==> src/rtl/x_uart_link.sv <==
// x_uart_link: parametrised UART transmitter and receiver with an RX FIFO.
//   TX: i_data/i_valid/o_accept handshake in, serial o_tx out (idle high).
//   RX: samples internal TX line (i_loop=1) or i_rx (i_loop=0) through a
//       2-flop synchroniser; completed words, with parity/framing error
//       flags, are pushed into a p_depth-entry FIFO.
//   FIFO: o_valid/o_data/o_perr/o_ferr head, popped by i_ready; o_overflow
//       pulses when a completed frame is dropped; o_level is the occupancy.
module x_uart_link #(
  parameter int unsigned p_clk_hz    = 1000000,
  parameter int unsigned p_baud      = 115200,
  parameter int unsigned p_data_bits = 8,
  parameter int unsigned p_parity    = 0,
  parameter int unsigned p_stop_bits = 1,
  parameter int unsigned p_depth     = 4
) (
  input  logic                     i_clk,
  input  logic                     i_rst,
  input  logic                     i_loop,
  input  logic [p_data_bits-1:0]   i_data,
  input  logic                     i_valid,
  output logic                     o_accept,
  output logic                     o_tx,
  input  logic                     i_rx,
  output logic                     o_valid,
  output logic [p_data_bits-1:0]   o_data,
  output logic                     o_perr,
  output logic                     o_ferr,
  input  logic                     i_ready,
  output logic                     o_overflow,
  output logic [$clog2(p_depth):0] o_level
);

  localparam int unsigned CPB = p_clk_hz / p_baud;
  localparam int unsigned CW  = $clog2(CPB);
  localparam int unsigned BW  = 4;
  localparam int unsigned AW  = $clog2(p_depth);
  localparam int unsigned FW  = p_data_bits + 2;

  if (CPB < 4) begin : g_bad_cpb
    $error("x_uart_link: clocks per bit must be at least 4");
  end

  // ---------------- TX ----------------
  typedef enum logic [2:0] {TX_IDLE, TX_START, TX_DATA, TX_PARITY, TX_STOP} tx_state_e;
  tx_state_e               tx_state_q, tx_state_d;
  logic [CW-1:0]           tx_cnt_q, tx_cnt_d;
  logic [BW-1:0]           tx_bit_q, tx_bit_d;
  logic [p_data_bits-1:0]  tx_shift_q, tx_shift_d;
  logic                    tx_par_q, tx_par_d;
  logic                    tx_tick;
  logic                    tx_line;

  assign tx_tick = (tx_cnt_q == CW'(CPB - 1));

  always_ff @(posedge i_clk) begin
    if (i_rst) begin
      tx_state_q <= TX_IDLE;
      tx_cnt_q   <= '0;
      tx_bit_q   <= '0;
      tx_shift_q <= '0;
      tx_par_q   <= 1'b0;
    end else begin
      tx_state_q <= tx_state_d;
      tx_cnt_q   <= tx_cnt_d;
      tx_bit_q   <= tx_bit_d;
      tx_shift_q <= tx_shift_d;
      tx_par_q   <= tx_par_d;
    end
  end

  always_comb begin
    tx_state_d = tx_state_q;
    tx_cnt_d   = tx_cnt_q + CW'(1);
    tx_bit_d   = tx_bit_q;
    tx_shift_d = tx_shift_q;
    tx_par_d   = tx_par_q;
    unique case (tx_state_q)
      TX_IDLE: begin
        tx_cnt_d = '0;
        tx_bit_d = '0;
        if (i_valid) begin
          tx_state_d = TX_START;
          tx_shift_d = i_data;
          tx_par_d   = (p_parity == 2) ? ~^i_data : ^i_data;
        end
      end
      TX_START: if (tx_tick) begin
        tx_cnt_d   = '0;
        tx_state_d = TX_DATA;
      end
      TX_DATA: if (tx_tick) begin
        tx_cnt_d   = '0;
        tx_shift_d = tx_shift_q >> 1;
        if (tx_bit_q == BW'(p_data_bits - 1)) begin
          tx_bit_d   = '0;
          tx_state_d = (p_parity != 0) ? TX_PARITY : TX_STOP;
        end else begin
          tx_bit_d = tx_bit_q + BW'(1);
        end
      end
      TX_PARITY: if (tx_tick) begin
        tx_cnt_d   = '0;
        tx_state_d = TX_STOP;
      end
      TX_STOP: if (tx_tick) begin
        tx_cnt_d = '0;
        if (tx_bit_q == BW'(p_stop_bits - 1)) begin
          tx_bit_d   = '0;
          tx_state_d = TX_IDLE;
        end else begin
          tx_bit_d = tx_bit_q + BW'(1);
        end
      end
      default: tx_state_d = TX_IDLE;
    endcase
  end

  always_comb begin
    o_accept = (tx_state_q == TX_IDLE) && !i_rst;
    unique case (tx_state_q)
      TX_START:  tx_line = 1'b0;
      TX_DATA:   tx_line = tx_shift_q[0];
      TX_PARITY: tx_line = tx_par_q;
      default:   tx_line = 1'b1;
    endcase
  end

  assign o_tx = tx_line;

  // ---------------- RX ----------------
  typedef enum logic [2:0] {RX_IDLE, RX_START, RX_DATA, RX_PARITY, RX_STOP} rx_state_e;
  rx_state_e               rx_state_q, rx_state_d;
  logic [CW-1:0]           rx_cnt_q, rx_cnt_d;
  logic [BW-1:0]           rx_bit_q, rx_bit_d;
  logic [p_data_bits-1:0]  rx_shift_q, rx_shift_d;
  logic                    rx_perr_q, rx_perr_d;
  logic                    rx_ferr_q, rx_ferr_d;
  logic                    loop_q, sync1_q, sync2_q, prev_q;
  logic                    rx_half, rx_full, rx_push;
  logic [FW-1:0]           rx_word;

  assign rx_half = (rx_cnt_q == CW'(CPB / 2 - 1));
  assign rx_full = (rx_cnt_q == CW'(CPB - 1));

  // Loop select only changes between frames so a frame never mixes sources.
  always_ff @(posedge i_clk) begin
    if (i_rst) begin
      loop_q     <= 1'b1;
      sync1_q    <= 1'b1;
      sync2_q    <= 1'b1;
      prev_q     <= 1'b1;
      rx_state_q <= RX_IDLE;
      rx_cnt_q   <= '0;
      rx_bit_q   <= '0;
      rx_shift_q <= '0;
      rx_perr_q  <= 1'b0;
      rx_ferr_q  <= 1'b0;
    end else begin
      if (rx_state_q == RX_IDLE) loop_q <= i_loop;
      sync1_q    <= loop_q ? tx_line : i_rx;
      sync2_q    <= sync1_q;
      prev_q     <= sync2_q;
      rx_state_q <= rx_state_d;
      rx_cnt_q   <= rx_cnt_d;
      rx_bit_q   <= rx_bit_d;
      rx_shift_q <= rx_shift_d;
      rx_perr_q  <= rx_perr_d;
      rx_ferr_q  <= rx_ferr_d;
    end
  end

  always_comb begin
    rx_state_d = rx_state_q;
    rx_cnt_d   = rx_cnt_q + CW'(1);
    rx_bit_d   = rx_bit_q;
    rx_shift_d = rx_shift_q;
    rx_perr_d  = rx_perr_q;
    rx_ferr_d  = rx_ferr_q;
    unique case (rx_state_q)
      RX_IDLE: begin
        rx_cnt_d  = '0;
        rx_bit_d  = '0;
        rx_perr_d = 1'b0;
        rx_ferr_d = 1'b0;
        if (!sync2_q && prev_q) rx_state_d = RX_START;
      end
      RX_START: if (rx_half) begin
        rx_cnt_d   = '0;
        rx_state_d = sync2_q ? RX_IDLE : RX_DATA;
      end
      RX_DATA: if (rx_full) begin
        rx_cnt_d   = '0;
        rx_shift_d = {sync2_q, rx_shift_q[p_data_bits-1:1]};
        if (rx_bit_q == BW'(p_data_bits - 1)) begin
          rx_bit_d   = '0;
          rx_state_d = (p_parity != 0) ? RX_PARITY : RX_STOP;
        end else begin
          rx_bit_d = rx_bit_q + BW'(1);
        end
      end
      RX_PARITY: if (rx_full) begin
        rx_cnt_d   = '0;
        rx_perr_d  = (^{rx_shift_q, sync2_q}) ^ (p_parity == 2);
        rx_state_d = RX_STOP;
      end
      RX_STOP: if (rx_full) begin
        rx_cnt_d = '0;
        if (!sync2_q) rx_ferr_d = 1'b1;
        if (rx_bit_q == BW'(p_stop_bits - 1)) begin
          rx_bit_d   = '0;
          rx_state_d = RX_IDLE;
        end else begin
          rx_bit_d = rx_bit_q + BW'(1);
        end
      end
      default: rx_state_d = RX_IDLE;
    endcase
  end

  // The last stop sample is folded into ferr here so the push happens on the sample cycle.
  always_comb begin
    rx_push = (rx_state_q == RX_STOP) && rx_full && (rx_bit_q == BW'(p_stop_bits - 1));
    rx_word = {rx_ferr_q | ~sync2_q, rx_perr_q, rx_shift_q};
  end

  // ---------------- FIFO ----------------
  logic [FW-1:0] mem_q [p_depth];
  logic [AW-1:0] wptr_q, wptr_d, rptr_q, rptr_d;
  logic [AW:0]   level_q, level_d;
  logic          ovf_q, ovf_d;
  logic          full, pop, push_ok;
  logic [FW-1:0] head;

  always_comb begin
    full    = (level_q == (AW + 1)'(p_depth));
    pop     = (level_q != '0) && i_ready;
    push_ok = rx_push && (!full || pop);
    ovf_d   = rx_push && !push_ok;
    wptr_d  = push_ok ? wptr_q + AW'(1) : wptr_q;
    rptr_d  = pop ? rptr_q + AW'(1) : rptr_q;
    level_d = level_q;
    if (push_ok && !pop) level_d = level_q + (AW + 1)'(1);
    if (!push_ok && pop) level_d = level_q - (AW + 1)'(1);
  end

  always_ff @(posedge i_clk) begin
    if (i_rst) begin
      for (int unsigned i = 0; i < p_depth; i++) mem_q[i] <= '0;
      wptr_q  <= '0;
      rptr_q  <= '0;
      level_q <= '0;
      ovf_q   <= 1'b0;
    end else begin
      if (push_ok) mem_q[wptr_q] <= rx_word;
      wptr_q  <= wptr_d;
      rptr_q  <= rptr_d;
      level_q <= level_d;
      ovf_q   <= ovf_d;
    end
  end

  assign head       = mem_q[rptr_q];
  assign o_valid    = (level_q != '0);
  assign o_data     = head[p_data_bits-1:0];
  assign o_perr     = head[p_data_bits];
  assign o_ferr     = head[p_data_bits+1];
  assign o_overflow = ovf_q;
  assign o_level    = level_q;

endmodule
==> config.mk <==
export PLATFORM = sky130hd
export DESIGN_NAME = x_uart_link
export DESIGN_NICKNAME = d
export VERILOG_FILES = /design/src/rtl/x_uart_link.sv
export SDC_FILE = /design/constraint.sdc
export NUM_CORES = 1
export LEC_CHECK = 0
export ABC_AREA = 1
export CORE_MARGIN = 10
export CORE_UTILIZATION = 55
export DETAILED_ROUTE_END_ITERATION = 6
export PLACE_DENSITY = 0.76
export RECOVER_POWER = 50
export SLEW_MARGIN = 20
export SYNTH_ARGS = -nofsm -noshare
export SYNTH_HDL_FRONTEND = slang
export SYNTH_SLANG_ARGS = --single-unit
==> constraint.sdc <==
create_clock -name i_clk -period 4.5 [get_ports i_clk]
set_input_delay 0.9 -clock i_clk [delete_from_list [all_inputs] [get_ports i_clk]]
set_output_delay 0.9 -clock i_clk [all_outputs]
set_load 0.05 [all_outputs]
==> load_flow_metrics.sql <==
INSERT INTO impl_metrics (metric_group, metric, value, unit) VALUES
('run_status', 'run_status', 'finished clean', ''),
('floorplan', 'floorplan.die_area', '0.0122', 'mm²'),
('cts', 'hold_fix_buffers_cts', '0', ''),
('min_path', 'min_path_type', 'flip-flop to flip-flop', ''),
('route', 'num_vias', '3611', ''),
('floorplan', 'die_w', '110', 'µm'),
('setup_path', 'reg2regPathDepth', '8', ''),
('sta', 'finalHoldViolations', '0', ''),
('sta', 'final.setup.tns', '0', 'ns'),
('final_layout', 'antenna_cells', '0', ''),
('sta', 'report.final.setup_viol', '0', ''),
('grt', 'grt_max_degree', '42', ''),
('floorplan', 'floorplan.initialDensity', '57.3', '%'),
('min_path', 'holdPathStages', '1', ''),
('setup_path', 'cp.arrival', '3.80', 'ns'),
('placement', 'finalWeightedCongestion', '0.827', ''),
('pwr', 'static-leakage-power', '2.00', 'nW'),
('placement', 'place.port_buffers', '30', ''),
('sta', 'layout_min_cycle_time', '3.76', 'ns'),
('flow_run', 'maxCapViolCount', '0', ''),
('route', 'wl_per_cell', '13.5', 'µm'),
('route', 'antenna_left', '0', ''),
('route', 'route.final.wire_length', '9180', 'µm'),
('cts', 'cts_repair_resize_count', '0', ''),
('min_path', 'hold_start', 'sync1_q', ''),
('yosys', 'post_synth.cell_area_avg', '8.25', 'µm²'),
('pwr', 'ir_drop', '0.414', 'mV'),
('cts', 'cts_setup_buffers', '0', ''),
('yosys', 'yosysWarningCount', '0', ''),
('pwr', 'power.density_cell_area', '575', 'mW/mm²'),
('grt', 'antenna_found_initial', '0', ''),
('yosys', 'mappedNetlistArea', '0.00450', 'mm²'),
('sta', 'unrepaired_setup_endpoints_after_global_routing', 'no', ''),
('yosys', 'post_synthesis_net_count', '570', ''),
('setup_path', 'startpoint', 'i_rst', ''),
('final_layout', 'layout-area-overhead-vs-synth', '11.8', '%'),
('sta', 'timing.fmax', '266', 'MHz'),
('final_layout', 'layout-drive-gt1-share', '7.79', '%'),
('route', 'dr.first_iter.drc_count', '209', ''),
('yosys', 'synth-seq-cells', '93', ''),
('grt', 'first_global_vias', '3394', ''),
('floorplan', 'pin_count', '31', ''),
('cts', 'numClockSinks', '93', ''),
('yosys', 'synth_fa_ha_area_share', '3.23', '%'),
('final_layout', 'design.final.nets', '598', ''),
('setup_path', 'reg2reg_slack', '1.25', 'ns'),
('setup_path', 'rr_endpoint', 'mem_q[0][3]', ''),
('yosys', 'dominant_combinational_cell_family_by_area_after_synthesis', 'simple AND/OR/NAND/NOR gates', ''),
('floorplan', 'die_y', '110', 'µm'),
('sta', 'relSlewSlack', '29.4', '%'),
('final_layout', 'final_core_utilization', '64.1', '%'),
('setup_path', 'critPathLaunchType', 'input port', ''),
('floorplan', 'rows', '32', ''),
('sta', 'share_of_the_clock_period_used_by_the_worst_path', '83.6', '%'),
('yosys', 'post_synth_xor_area_fraction', '1.95', '%'),
('yosys', 'yosys.cell_types.count', '38', ''),
('cts', 'path_clk_slew', '0.09', 'ns'),
('grt', 'grt_pass1_wl', '15500', 'µm'),
('placement', 'detailedPlacementHpwl', '6630', 'µm'),
('setup_path', 'worstSetupEndpointType', 'flip-flop', ''),
('route', 'via_per_inst', '5.31', ''),
('final_layout', 'most-common-layout-cells', 'sky130_fd_sc_hd__nand2_1 (98), sky130_fd_sc_hd__nor2_1 (67), sky130_fd_sc_hd__inv_1 (65)', ''),
('min_path', 'hold_end', 'sync2_q', ''),
('cts', 'clock_tree.htree_level_count', '3', ''),
('route', 'drt_drc_violations_left', '0', ''),
('grt', 'grt.total_usage', '14.9', '%'),
('sta', 'slew_at_the_pin_with_the_worst_max_slew_slack', '1.06', 'ns'),
('yosys', 'synth_mux_area_share', '0', '%'),
('yosys', 'ys_seq_area_share', '50.3', '%'),
('cts', 'clk-insertion-delay-late', '0.36', 'ns'),
('setup_path', 'reg2reg_from', 'rx_cnt_q[0]', '');
==> power by group <==
group          total (mW)  switching, mW  internal (mW)
clock network       0.497          0.295          0.202
logic                1.28          0.876          0.402
registers            1.12          0.110           1.01
==> worst max path at each step <==
stage	depth (start not counted)	endpoint	slack, ns
after floorplan	2	o_accept	1.84
after global placement	3	o_accept	1.30
after detailed placement	3	o_accept	1.27
after CTS	4	o_data[5]	0.90
after global routing	7	mem_q[0][9]	0.49
final	7	mem_q[0][3]	0.74
==> worst max-delay path, cell delays in order <==
cell	delay, ns
sky130_fd_sc_hd__dlygate4sd3_1	0.59
sky130_fd_sc_hd__clkbuf_1	0.51
sky130_fd_sc_hd__inv_1	0.12
sky130_fd_sc_hd__nand3_1	0.81
sky130_fd_sc_hd__inv_1	0.23
sky130_fd_sc_hd__nand3_2	0.31
sky130_fd_sc_hd__nand2_1	0.31
==> synthesized netlist by cell type, drive strengths merged <==
cell | count | area share, %
o211ai | 2 | 0.33
o2111ai | 2 | 0.39
nor4 | 1 | 0.14
nand2b | 1 | 0.14
o31ai | 1 | 0.17
nand4 | 2 | 0.28
or2 | 1 | 0.14
nor3b | 1 | 0.17
dfxtp | 53 | 24
a21oi | 34 | 3.8
o22ai | 10 | 1.4
fa | 1 | 0.45
nand3 | 23 | 3.3
clkbuf | 11 | 0.92
buf | 6 | 0.97
nor3 | 23 | 2.6
inv | 67 | 5.6
nor2 | 82 | 8.3
o21ai | 61 | 6.9
xnor2 | 5 | 0.97
o21a | 1 | 0.17
ha | 10 | 2.8
edfxtp | 40 | 27
nand2 | 102 | 8.8
xor2 | 5 | 0.97
==> final cells by class <==
class | count | area, µm² | share of cell area, %
inverters | 67 | 251 | 5.00
flip-flops and latches | 93 | 2260 | 45.0
multi-input cells | 368 | 1890 | 37.5
clock inverters | 7 | 50.0 | 0.996
well taps | 102 | 128 | 2.54
repair buffers | 34 | 327 | 6.50
clock buffers | 9 | 124 | 2.46
==> metal layers <==
metal  global-route usage [%]  vias to the layer above  part of all wire [%]
li1                         -                     1865                     -
met1                     18.7                     1663                    46
met2                     23.8                       76                    48
met3                     4.00                        7                   5.2
met4                     5.18                        0                   1.2
met5                        0                        -                     0
==> sequential cells by signal, summed over array words and instances, names as in the netlist, 2 cells and up, named ones only <==
register and cells:
mem_q 40, o_level 3, rptr_q 2, rx_bit_q 4, rx_cnt_q 3, rx_shift_q 8
rx_state_q 3, tx_bit_q 4, tx_cnt_q 3, tx_shift_q 8, tx_state_q 3, wptr_q 2
==> logic make-up after synthesis <==
logic type      after synthesis
simple gates                236
compound gates              111
flops                        93
buf+inv                      84
fa+ha+maj                    11
xor+xnor                     10
==> through the flow <==
stage	worst slack [ns]	hold WS [ns]	total power, mW	std cells	cell area [µm²]
5_1_grt	0.486	0.457	3.10	680	5030
6_report	0.738	0.423	2.89	680	5030
4_1_cts	0.903	0.422	2.90	680	5040
3_5_place_dp	1.27	0.405	2.41	664	4870
2_1_floorplan	1.84	0.389	2.09	545	4500
3_3_place_gp	1.30	0.392	2.37	664	4870
Power figures use the tool's default switching activity.
